### config.mk
export PLATFORM = sky130hd
export DESIGN_NAME = mem_store_buffer_flat
export DESIGN_NICKNAME = d
export VERILOG_FILES = /design/src/rtl/mips_mem_pkg.sv /design/src/rtl/mem_store_buffer_if.sv /design/src/rtl/mem_store_buffer_fwd_match.sv /design/src/rtl/mem_store_buffer.sv /design/src/flat_wrapper.sv
export SDC_FILE = /design/constraint.sdc
export NUM_CORES = 1
export LEC_CHECK = 0
export CELL_PAD_IN_SITES_DETAIL_PLACEMENT = 0
export CELL_PAD_IN_SITES_GLOBAL_PLACEMENT = 1
export CORE_MARGIN = 8
export CORE_UTILIZATION = 41
export CTS_CLUSTER_SIZE = 8
export DETAILED_ROUTE_END_ITERATION = 8
export GPL_TIMING_DRIVEN = 0
export HOLD_SLACK_MARGIN = 0.15
export PLACE_DENSITY = 0.88
export REMOVE_ABC_BUFFERS = 1
export SYNTH_ARGS = -nofsm -noshare
export SYNTH_HDL_FRONTEND = slang
export SYNTH_HIERARCHICAL = 1
export SYNTH_SLANG_ARGS = --single-unit
### constraint.sdc
create_clock -name clk -period 4.57 [get_ports clk]
set_input_delay 0.914 -clock clk [delete_from_list [all_inputs] [get_ports clk]]
set_output_delay 0.914 -clock clk [all_outputs]
set_load 0.1 [all_outputs]
### src/rtl/mips_mem_pkg.sv
// Purpose : shared widths and entry type for the data-memory store buffer.
// Latency : n/a (types and constants only).
// Backpressure : n/a.
// Contents: ADDR_W/DATA_W match the single-port data memory; SB_DEPTH and
//           SB_PTR_W are the default buffer depth and its pointer width.
package mips_mem_pkg;

  localparam int ADDR_W   = 12;
  localparam int DATA_W   = 32;
  localparam int SB_DEPTH = 4;
  localparam int SB_PTR_W = $clog2(SB_DEPTH);

  // One buffered store: word address plus the data to write there.
  typedef struct packed {
    logic [ADDR_W-1:0] addr;
    logic [DATA_W-1:0] data;
  } sb_entry_t;

endpackage

### src/rtl/mem_store_buffer_if.sv
// Purpose : CPU store/load handshake plus data-memory port of the store buffer.
// Latency : n/a (wiring only).
// Backpressure : st_ready / ld_ready are driven by the buffer (slave side).
// Ports   : store  st_valid/st_addr/st_data -> st_ready
//           load   ld_valid/ld_addr -> ld_ready/ld_data/ld_fwd
//           memory MemWrite/Memread/address/writeData -> readData; status empty
interface mem_store_buffer_if;
  import mips_mem_pkg::*;

  logic              st_valid;
  logic [ADDR_W-1:0] st_addr;
  logic [DATA_W-1:0] st_data;
  logic              st_ready;

  logic              ld_valid;
  logic [ADDR_W-1:0] ld_addr;
  logic              ld_ready;
  logic [DATA_W-1:0] ld_data;
  logic              ld_fwd;

  logic              empty;

  logic              MemWrite;
  logic              Memread;
  logic [ADDR_W-1:0] address;
  logic [DATA_W-1:0] writeData;
  logic [DATA_W-1:0] readData;

  // The store buffer itself.
  modport slave (
    input  st_valid, st_addr, st_data, ld_valid, ld_addr, readData,
    output st_ready, ld_ready, ld_data, ld_fwd, empty,
           MemWrite, Memread, address, writeData
  );

  // CPU MEM stage plus data memory, seen from outside the buffer.
  modport master (
    output st_valid, st_addr, st_data, ld_valid, ld_addr, readData,
    input  st_ready, ld_ready, ld_data, ld_fwd, empty,
           MemWrite, Memread, address, writeData
  );

endinterface

### src/rtl/mem_store_buffer_fwd_match.sv
// Purpose : finds the youngest buffered store whose address equals ld_addr.
// Latency : combinational.
// Backpressure : none.
// Ports   : entries/head/count describe the live FIFO window; hit/data report
//           whether any live entry matches and the youngest match's data.
module sb_fwd_match
  import mips_mem_pkg::*;
#(
  parameter int DEPTH = SB_DEPTH,
  parameter int PW    = SB_PTR_W
) (
  input  sb_entry_t         entries [DEPTH],
  input  logic [PW-1:0]     head,
  input  logic [PW:0]       count,
  input  logic [ADDR_W-1:0] ld_addr,
  output logic              hit,
  output logic [DATA_W-1:0] data
);

  logic [PW-1:0] idx;

  // Walk oldest to youngest; a later match overwrites an earlier one, so the
  // surviving value is the youngest. Pointer arithmetic wraps modulo DEPTH.
  always_comb begin
    hit  = 1'b0;
    data = '0;
    idx  = '0;
    for (int i = 0; i < DEPTH; i++) begin
      idx = head + PW'(i);
      if (((PW+1)'(i) < count) && (entries[idx].addr == ld_addr)) begin
        hit  = 1'b1;
        data = entries[idx].data;
      end
    end
  end

endmodule

### src/rtl/mem_store_buffer.sv
// Purpose : store buffer in front of the word-addressed data memory; queues
//           stores, drains one per free memory cycle, forwards to loads.
// Latency : loads combinational when ld_ready; a store accepted at edge N can
//           be written to memory at edge N+1.
// Backpressure : st_ready low when full; ld_ready low on a miss while full.
// Ports   : clk, reset (sync, active high); bus = mem_store_buffer_if.slave.
// Option  : STORE_COALESCE_EN merges a store into the youngest entry when the
//           addresses match (not into a head that is draining this cycle).
module mem_store_buffer
  import mips_mem_pkg::*;
#(
  parameter int DEPTH = SB_DEPTH
) (
  input  logic              clk,
  input  logic              reset,
  mem_store_buffer_if.slave bus
);

  localparam int          PW       = $clog2(DEPTH);
  localparam logic [PW:0] FULL_CNT = (PW+1)'(DEPTH);

  sb_entry_t         entries [DEPTH];
  sb_entry_t         head_e;
  logic [PW-1:0]     head;
  logic [PW-1:0]     tail;
  logic [PW:0]       count;

  logic              full;
  logic              match_hit;
  logic [DATA_W-1:0] match_data;
  logic              hit;
  logic              drain;
  logic              coal;
  logic              st_acc;

  sb_fwd_match #(
    .DEPTH (DEPTH),
    .PW    (PW)
  ) u_fwd (
    .entries (entries),
    .head    (head),
    .count   (count),
    .ld_addr (bus.ld_addr),
    .hit     (match_hit),
    .data    (match_data)
  );

  assign head_e = entries[head];
  assign full   = (count == FULL_CNT);
  assign hit    = bus.ld_valid & match_hit;

  // The memory port goes to the drain unless a missing load needs it; a full
  // buffer always drains so a stalled load cannot deadlock the pipeline.
  assign drain  = ~reset & (count != '0) & (~bus.ld_valid | hit | full);

`ifdef STORE_COALESCE_EN
  logic [PW-1:0] tail_m1;
  assign tail_m1 = tail - 1'b1;
  // With one entry the youngest is also the head; merging into it while it
  // drains would lose the new data, so that case allocates instead.
  assign coal = ~reset & bus.st_valid & (count != '0)
              & (entries[tail_m1].addr == bus.st_addr)
              & ~(drain & (count == (PW+1)'(1)));
`else
  assign coal = 1'b0;
`endif

  // Space is judged on the registered count only; a concurrent drain does not
  // open a slot in the same cycle.
  assign bus.st_ready  = ~reset & (~full | coal);
  assign st_acc        = bus.st_valid & bus.st_ready & ~coal;

  assign bus.MemWrite  = drain;
  assign bus.Memread   = ~reset & bus.ld_valid & ~hit & ~drain;
  assign bus.address   = drain ? head_e.addr : (bus.Memread ? bus.ld_addr : '0);
  assign bus.writeData = drain ? head_e.data : '0;

  assign bus.ld_ready  = ~reset & bus.ld_valid & (hit | ~drain);
  assign bus.ld_fwd    = ~reset & hit;
  assign bus.ld_data   = hit ? match_data : (bus.Memread ? bus.readData : '0);
  assign bus.empty     = (count == '0);

  always_ff @(posedge clk) begin
    if (reset) begin
      count <= '0;
      head  <= '0;
      tail  <= '0;
    end else begin
      if (st_acc) tail <= tail + 1'b1;
      if (drain)  head <= head + 1'b1;
      count <= count + (PW+1)'(st_acc) - (PW+1)'(drain);
    end
  end

  // Payload needs no reset: only entries inside the head..tail window are read.
  always_ff @(posedge clk) begin
    if (st_acc) entries[tail] <= '{addr: bus.st_addr, data: bus.st_data};
`ifdef STORE_COALESCE_EN
    if (coal)   entries[tail_m1].data <= bus.st_data;
`endif
  end

endmodule

### src/flat_wrapper.sv
// flat-port wrapper written by rule: the top's interface ports become plain ports
module mem_store_buffer_flat import mips_mem_pkg::*;
#(
  parameter int DEPTH = SB_DEPTH
)
  (clk, reset, bus_st_valid, bus_st_addr, bus_st_data, bus_ld_valid, bus_ld_addr, bus_readData, bus_st_ready, bus_ld_ready, bus_ld_data, bus_ld_fwd, bus_empty, bus_MemWrite, bus_Memread, bus_address, bus_writeData);
  mem_store_buffer_if bus_i ();
  input  logic clk;
  input  logic reset;
  input wire logic [$bits(bus_i.st_valid)-1:0] bus_st_valid;
  input wire logic [$bits(bus_i.st_addr)-1:0] bus_st_addr;
  input wire logic [$bits(bus_i.st_data)-1:0] bus_st_data;
  input wire logic [$bits(bus_i.ld_valid)-1:0] bus_ld_valid;
  input wire logic [$bits(bus_i.ld_addr)-1:0] bus_ld_addr;
  input wire logic [$bits(bus_i.readData)-1:0] bus_readData;
  output wire logic [$bits(bus_i.st_ready)-1:0] bus_st_ready;
  output wire logic [$bits(bus_i.ld_ready)-1:0] bus_ld_ready;
  output wire logic [$bits(bus_i.ld_data)-1:0] bus_ld_data;
  output wire logic [$bits(bus_i.ld_fwd)-1:0] bus_ld_fwd;
  output wire logic [$bits(bus_i.empty)-1:0] bus_empty;
  output wire logic [$bits(bus_i.MemWrite)-1:0] bus_MemWrite;
  output wire logic [$bits(bus_i.Memread)-1:0] bus_Memread;
  output wire logic [$bits(bus_i.address)-1:0] bus_address;
  output wire logic [$bits(bus_i.writeData)-1:0] bus_writeData;
  assign bus_i.st_valid = bus_st_valid;
  assign bus_i.st_addr = bus_st_addr;
  assign bus_i.st_data = bus_st_data;
  assign bus_i.ld_valid = bus_ld_valid;
  assign bus_i.ld_addr = bus_ld_addr;
  assign bus_i.readData = bus_readData;
  assign bus_st_ready = bus_i.st_ready;
  assign bus_ld_ready = bus_i.ld_ready;
  assign bus_ld_data = bus_i.ld_data;
  assign bus_ld_fwd = bus_i.ld_fwd;
  assign bus_empty = bus_i.empty;
  assign bus_MemWrite = bus_i.MemWrite;
  assign bus_Memread = bus_i.Memread;
  assign bus_address = bus_i.address;
  assign bus_writeData = bus_i.writeData;
  mem_store_buffer #(.DEPTH(DEPTH)) u_core (.clk(clk), .reset(reset), .bus(bus_i));
endmodule
; Yosys cells after proc, flatten, opt, wreduce, memory -nomap -nowiden
; Cells that the tools add are included.
[word_totals]
ff_bits = 183
inputBits = 92
output_inout_bits = 82
[op_classes]
add_sub_neg = 6
magnitude_cmp = 10
eq_ne = 5
n_mux = 28
bitwise = 23
reduce_logical = 7
[ops]
columns = cell, n
row1 = $mux 44, 9
row2 = $bmux 44 s2, 4
row3 = $mux 32, 7
row4 = $bwmux 176, 1
row5 = $demux 44 s2, 1
row6 = $eq 12x12->1, 4
row7 = $mux 12, 2
row8 = $ge 3x3->1 const B, 5
row9 = $not 2->3, 5
row10 = $and 1x1->1, 10
row11 = $lt 1x3->1 const A, 2
row12 = $lt 2x3->1 const A, 2
row13 = $logic_and 1x1->1, 5
row14 = $not 1->1, 5
row15 = $add 2x1->2 const B, 2
row16 = $add 2x2->2 const B, 2
row17 = $mux 1, 4
row18 = $add 3x1->3, 1
row19 = $eq 3x3->1 const B, 1
row20 = $logic_not 3->1, 1
row21 = $lt 3x1->1 const B, 1
row22 = $or 1x1->1, 3
row23 = $reduce_bool 3->1, 1
row24 = $sub 3x1->3, 1

; Longest topological paths before layout
[depth]
word_depth = 18
depth_mapped = 21
mapped_depth_nobuf = 14

; Modules after synthesis
; Netlist, hierarchy kept.
[by_module_without_submodules]
columns = module, instances, cells_per_inst, area_each_um2, seq_area_each_um2
row1 = mem_store_buffer, 1, 373, 7499.7, 5425.2
row2 = sb_fwd_match, 1, 792, 6224.7, 0.0

; Least setup slack after synthesis
; Ideal clock, no wire load.
[synth_timing]
kind = register to output
startpoint = register u_core.head[0]
endpoint = output bus_ld_data[21]
arrival_ns = 4.389
required_ns = 3.656
setup_slack_ns = -0.733
stages_incl_launch_ff = 15
cell_sequence = dfxtp_1 > buf_4 > buf_6 > buf_6 > buf_4 > mux4_2 > xor2_1 > nor4_1 > and4_1 > a21oi_1 > buf_2 > o221ai_1 > nor3_2 > buf_2 > a22o_1
[synth_between]
elab_chain_len = 18
elab_cells_between_ends = 45
classes_between = add/sub: 3 / eq/ne: 4 / mux: 22 / bitwise: 12 / reduce/logical: 4
[synth_rtl]
columns = item, line_no
row1 = "start, declared", mem_store_buffer.sv:24  ; logic [PW-1:0] head;
row2 = "start signal, assigned", mem_store_buffer.sv:90  ; if (drain) head <= head + 1'b1;
row3 = $add 2x1->2 / $not 2->3 (equally long branches), "mem_store_buffer_fwd_match.sv:29, mem_store_buffer_fwd_match.sv:30"
row4 = $not 2->3 (not written as such) / $bmux 44 s2 (equally long branches), mem_store_buffer_fwd_match.sv:30  ; if (((PW+1)'(i) < count) && (entries[idx].addr == ld_addr)) begin
row5 = $bmux 44 s2 / $mux 44 (equally long branches), mem_store_buffer_fwd_match.sv:30
row6 = $mux 44 (on tied branches), "mem_store_buffer_fwd_match.sv:32, mem_store_buffer_fwd_match.sv:30"
row7 = $mux 44 (not written as such) / $eq 12x12->1 (equally long branches), "mem_store_buffer_fwd_match.sv:32, mem_store_buffer_fwd_match.sv:30"
row8 = $eq 12x12->1 / $logic_and 1x1->1 (equally long branches), mem_store_buffer_fwd_match.sv:30
row9 = $logic_and 1x1->1 / $mux 1 (equally long branches), mem_store_buffer_fwd_match.sv:30
row10 = $mux 1 (2 in a row), mem_store_buffer_fwd_match.sv:30
row11 = $mux 1 (*), mem_store_buffer_fwd_match.sv:30
row12 = via u_core.match_hit, mem_store_buffer.sv:29  ; logic match_hit;
row13 = $and 1x1->1 (*), mem_store_buffer.sv:50  ; assign hit = bus.ld_valid & match_hit;
row14 = $or 1x1->1 (2 in a row), mem_store_buffer.sv:54  ; assign drain = ~reset & (count != '0) & (~bus.ld_valid | hit | full);
row15 = $and 1x1->1, mem_store_buffer.sv:54
row16 = $not 1->1, mem_store_buffer.sv:74  ; assign bus.Memread = ~reset & bus.ld_valid & ~hit & ~drain;
row17 = $and 1x1->1 (*), mem_store_buffer.sv:74
row18 = via bus_Memread, flat_wrapper.sv:22  ; output wire logic [$bits(bus_i.Memread)-1:0] bus_Memread;
row19 = $mux 32 (*) (2 in a row), mem_store_buffer.sv:80  ; assign bus.ld_data = hit ? match_data : (bus.Memread ? bus.readData : '0);
row20 = "end, declared", flat_wrapper.sv:18  ; output wire logic [$bits(bus_i.ld_data)-1:0] bus_ld_data;
; Mark *: on every way through the listed nets, which the timed path passes. The rest lies on a longest branch. The select of a mux whose other input is x is not followed.

; Final worst setup path
[layout_timing]
startpoint = register u_core.head[1]
endpoint = output bus_writeData[27]
[layout_between]
elab_chain_len = 15
elab_cells_between_ends = 36
classes_between = add/sub: 3 / eq/ne: 4 / mux: 17 / bitwise: 8 / reduce/logical: 4
[layout_rtl]
columns = item, line_no
row1 = $add 2x1->2 / $not 2->3 (equally long branches), "mem_store_buffer_fwd_match.sv:29, mem_store_buffer_fwd_match.sv:30"
row2 = $not 2->3 (not written as such) / $bmux 44 s2 (equally long branches), mem_store_buffer_fwd_match.sv:30
row3 = $bmux 44 s2 / $mux 44 (equally long branches), mem_store_buffer_fwd_match.sv:30
row4 = $mux 44 (on tied branches), n/a
row5 = $mux 44 / $eq 12x12->1 (equally long branches), n/a
row6 = $eq 12x12->1 / $logic_and 1x1->1 (equally long branches), mem_store_buffer_fwd_match.sv:30
row7 = $logic_and 1x1->1 / $mux 1 (equally long branches), mem_store_buffer_fwd_match.sv:30
row8 = $mux 1 (2 in a row), mem_store_buffer_fwd_match.sv:30
row9 = $mux 1 (*), mem_store_buffer_fwd_match.sv:30
row10 = via u_core.match_hit, mem_store_buffer.sv:29
row11 = $and 1x1->1 (*), mem_store_buffer.sv:50
row12 = $or 1x1->1 (*) (2 in a row), mem_store_buffer.sv:54
row13 = $and 1x1->1 (*), mem_store_buffer.sv:54
row14 = $mux 32 (*), mem_store_buffer.sv:76  ; assign bus.writeData = drain ? head_e.data : '0;
row15 = "end, declared", flat_wrapper.sv:24  ; output wire logic [$bits(bus_i.writeData)-1:0] bus_writeData;
; Marks and branches as above.

==> results.tsv <==
stage	metric	value	unit
outcome	status	finished, violations left	
outcome	failing checks	setup timing	
die	Top Ports	174	
placed_design	Place WS	-3230	ps
die	die area	39600	um^2
synthesis	mapped cell area	13700	um^2
sta	worst hold-check slack	546	ps
hold_path	Hold Path Class	reg2reg	
placed_design	PortBufs	173	
worst_setup_path	crit end category	output pin	
die	chip height	199	um
cts	CTS Buf Count	17	
placed_design	DP HPWL	26.9	mm
synthesis	Post-synth EDFFs	176	
synthesis	largest family of logic cells by synthesized area	multiplexers	
route	WL per Instance	30.2	um
synthesis	synthesis-stage register bit count	183	
worst_setup_path	crit path launch type	flop	
placed_design	Routability Congestion	0.797	
cts	Worst-Skew Late Latency	430	ps
route	DR vias	13000	
worst_setup_path	Crit Path Class	reg2out	
power	power per cell area	512	nW/um^2
worst_setup_path	critical path peak fanout	8	
route	Iter 0 DRT Violations	1586	
sta	final-report setup violation count	82	
cts	clock tree buffer depth	2	
sta	Achievable Freq	0.198	GHz
grt	largest net degree at the start of global routing	75	
sta	setup TNS	-31580	ps
finish	post-route cell area	20700	um^2
sta	clk_skew	9.03	ps
synthesis	Post-Synthesis Cells	1165	
synthesis	Synth cell types	63	
worst_setup_path	Crit path required time	3660	ps
finish	final non-filler cell total	1876	
route	Remaining DRCs	0	
job	Max-Cap Viols	0	
finish	fin nets	1509	
worst_setup_path	Critical Path AT	4140	ps
cts	clock root cell	clkbuf_16	
cts	CTS clk-pin slew, worst paths	70	ps
placed_design	placed inst area	16000	um^2
grt	total track usage	0.261	
power	peak supply drop	402	uV
grt	first-pass GRT wire length	78.1	mm
cts	post-cts hold buffer count	0	
grt	vias in the first global route	12500	
worst_setup_path	worst reg2reg path startpoint	u_core/head[1]	
worst_setup_path	FF-to-FF path depth	23	
finish	fraction of layout cells with a size suffix above 1	0.413	
grt	initial antenna violation count	6	
hold_path	Hold Path Depth	2	
die	die width	199	um
synthesis	asr flop ratio synth	0	
synthesis	Synth Area in Compound Gates	0.178	
synthesis	xor and xnor area share after synthesis	0.0332	
synthesis	Synth Area in Adders	0.00693	
synthesis	post-synthesis mux area share	0.240	
synthesis	Commonest cells post-synth	edfxtp_1, mux2i_1, a21oi_1, clkbuf_1, mux4_2	
cts	clk sinks	183	
sta	fin crit share	1.11	
cts	Max H-tree Level	4	
cts	CTS tree	built	
hold_path	hold_sp	u_core/tail[0]	
route	vias per cell	6.95	
sta	Worst-Margin Slew	990	ps
die	row cnt	67	
worst_setup_path	Worst setup startpoint	u_core/head[1]	
route	highest routed metal layer	met5	
synthesis	area leader, netlist	edfxtp_1	
synthesis	most frequent cell after synthesis	edfxtp_1	
sta	final hold viol count	0	
synthesis	dominant synthesized flop cell	edfxtp_1	
sta	RSZ-0062 raised after global routing	true	
route	antenna-violating nets left	0	
synthesis	synthesis warning total	6	
route	Routed WL	56.6	mm
route	met1 WL	21.0	mm
route	Pre-Repair DR Iteration Count	8	
finish	P&R area growth vs syn	50.6	%
sta	slew margin rel.	0.338	
route	wire length on met3	6.30	mm
route	Met2 Routed Length	26.4	mm
sta	Worst Slack Setup Final	-489	ps
sta	Period minus WS final	5060	ps
die	core box area	33300	um^2
synthesis	mean post-synth cell area	11.8	um^2
placed_design	Post-Place Cells	1683	
synthesis	sequential area share after synthesis	0.395	
synthesis	synth top area cells	edfxtp_1, mux2i_1, mux4_2	
sta	Slew Viols, Final	0	
synthesis	share of the synthesized area in the top cell type	0.385	
power	leak pwr	0.00666	uW
grt	grt ovf	0	
synthesis	simple-gate share of the synthesized area	0.0854	
die	Initial Utilization	0.412	
## cell usage in the layout, fill, tap and decap left out, types with 23 or more instances in the layout
| cell type | instances |
|---|---|
| edfxtp_1 | 176 |
| mux2i_1 | 153 |
| buf_12 | 103 |
| buf_4 | 91 |
| clkdlybuf4s50_1 | 81 |
| a21oi_1 | 81 |
| mux4_2 | 67 |
| nand4_1 | 63 |
| and2_4 | 38 |
| nor3_1 | 33 |
| a2111oi_0 | 31 |
| o32ai_1 | 29 |
| buf_6 | 28 |
| o31ai_1 | 27 |
| clkbuf_16 | 25 |
| a22o_4 | 25 |
| buf_16 | 24 |
| xnor2_1 | 24 |
| a22oi_1 | 23 |
## layer usage
metal / vias up / track usage
met2: 1004 / 0.420
met1: 6458 / 0.341
met3: 229 / 0.0599
li1: 5338 / -
met5: - / 0
met4: 6 / 0.0953
## flip-flops by register name, summed over array words and instances, names as in the netlist
signal and cells:
u_core/count 3, u_core/entries 176, u_core/head 2, u_core/tail 2
## worst paths after layout
path / endpoint / slack, ps
max: bus_writeData[27] / -490
min: u_core/tail[0] / 550
max reg2reg: u_core/count[1] / -110
min reg2reg: u_core/tail[0] / 550
## timing repair
| item | in CTS | in global routing |
|---|---|---|
| pin swaps | 80 | 54 |
| buffers inserted | 93 | 39 |
| resized for setup | 925 | 105 |
| endpoints found under the hold margin | 0 | 0 |
| gates cloned | 26 | 9 |
| endpoints found under the setup margin | 85 | 82 |
## cell type report
class | instances | area [um^2]
fillers | 2357 | 12600
multi-input cells | 834 | 8810
flip-flops and latches | 183 | 5430
repair buffers | 364 | 5220
well taps | 448 | 561
clock buffers | 18 | 429
clock inverters | 14 | 171
inverters | 10 | 40.0
diodes | 5 | 12.5
## stage by stage
| stage | power [uW] | util |
|---|---|---|
| after floorplan | 6310 | - |
| after global placement | 6980 | 0.457 |
| after detailed placement | 6830 | 0.480 |
| after CTS | 10000 | 0.594 |
| after global routing | 10900 | 0.621 |
| final | 10600 | 0.621 |
## where the power goes
group / leakage (uW) / switching, uW / internal, uW / total, uW
sequential: 0.00166 / 103 / 1940 / 2050
clock: 0.000290 / 675 / 868 / 1540
combinational: 0.00472 / 3890 / 3120 / 7000
total: 0.00666 / 4660 / 5930 / 10600
## logic make-up after synthesis
group                    count (synthesis)
AO/OA/AOI/OAI                          328
XOR/XNOR                                52
adder cells (fa/ha/maj)                  7
buffers and inverters                  156
flip-flops                             183
multiplexers                           245
AND/OR/NAND/NOR                        194
## critical path: stages, from the launching register on
cell and delay (ps):
dfxtp_4 400, buf_16 160, buf_4 180, mux4_2 540, xnor2_2 220, nand4_1 160
buf_4 200, nor4_4 270, buf_6 160, a21oi_4 40, o221ai_4 100, inv_2 100
a311oi_4 290, buf_6 160, buf_12 190, clkbuf_16 190, and2_4 150, buf_12 170
No activity file was read; power rests on OpenSTA's default activity.
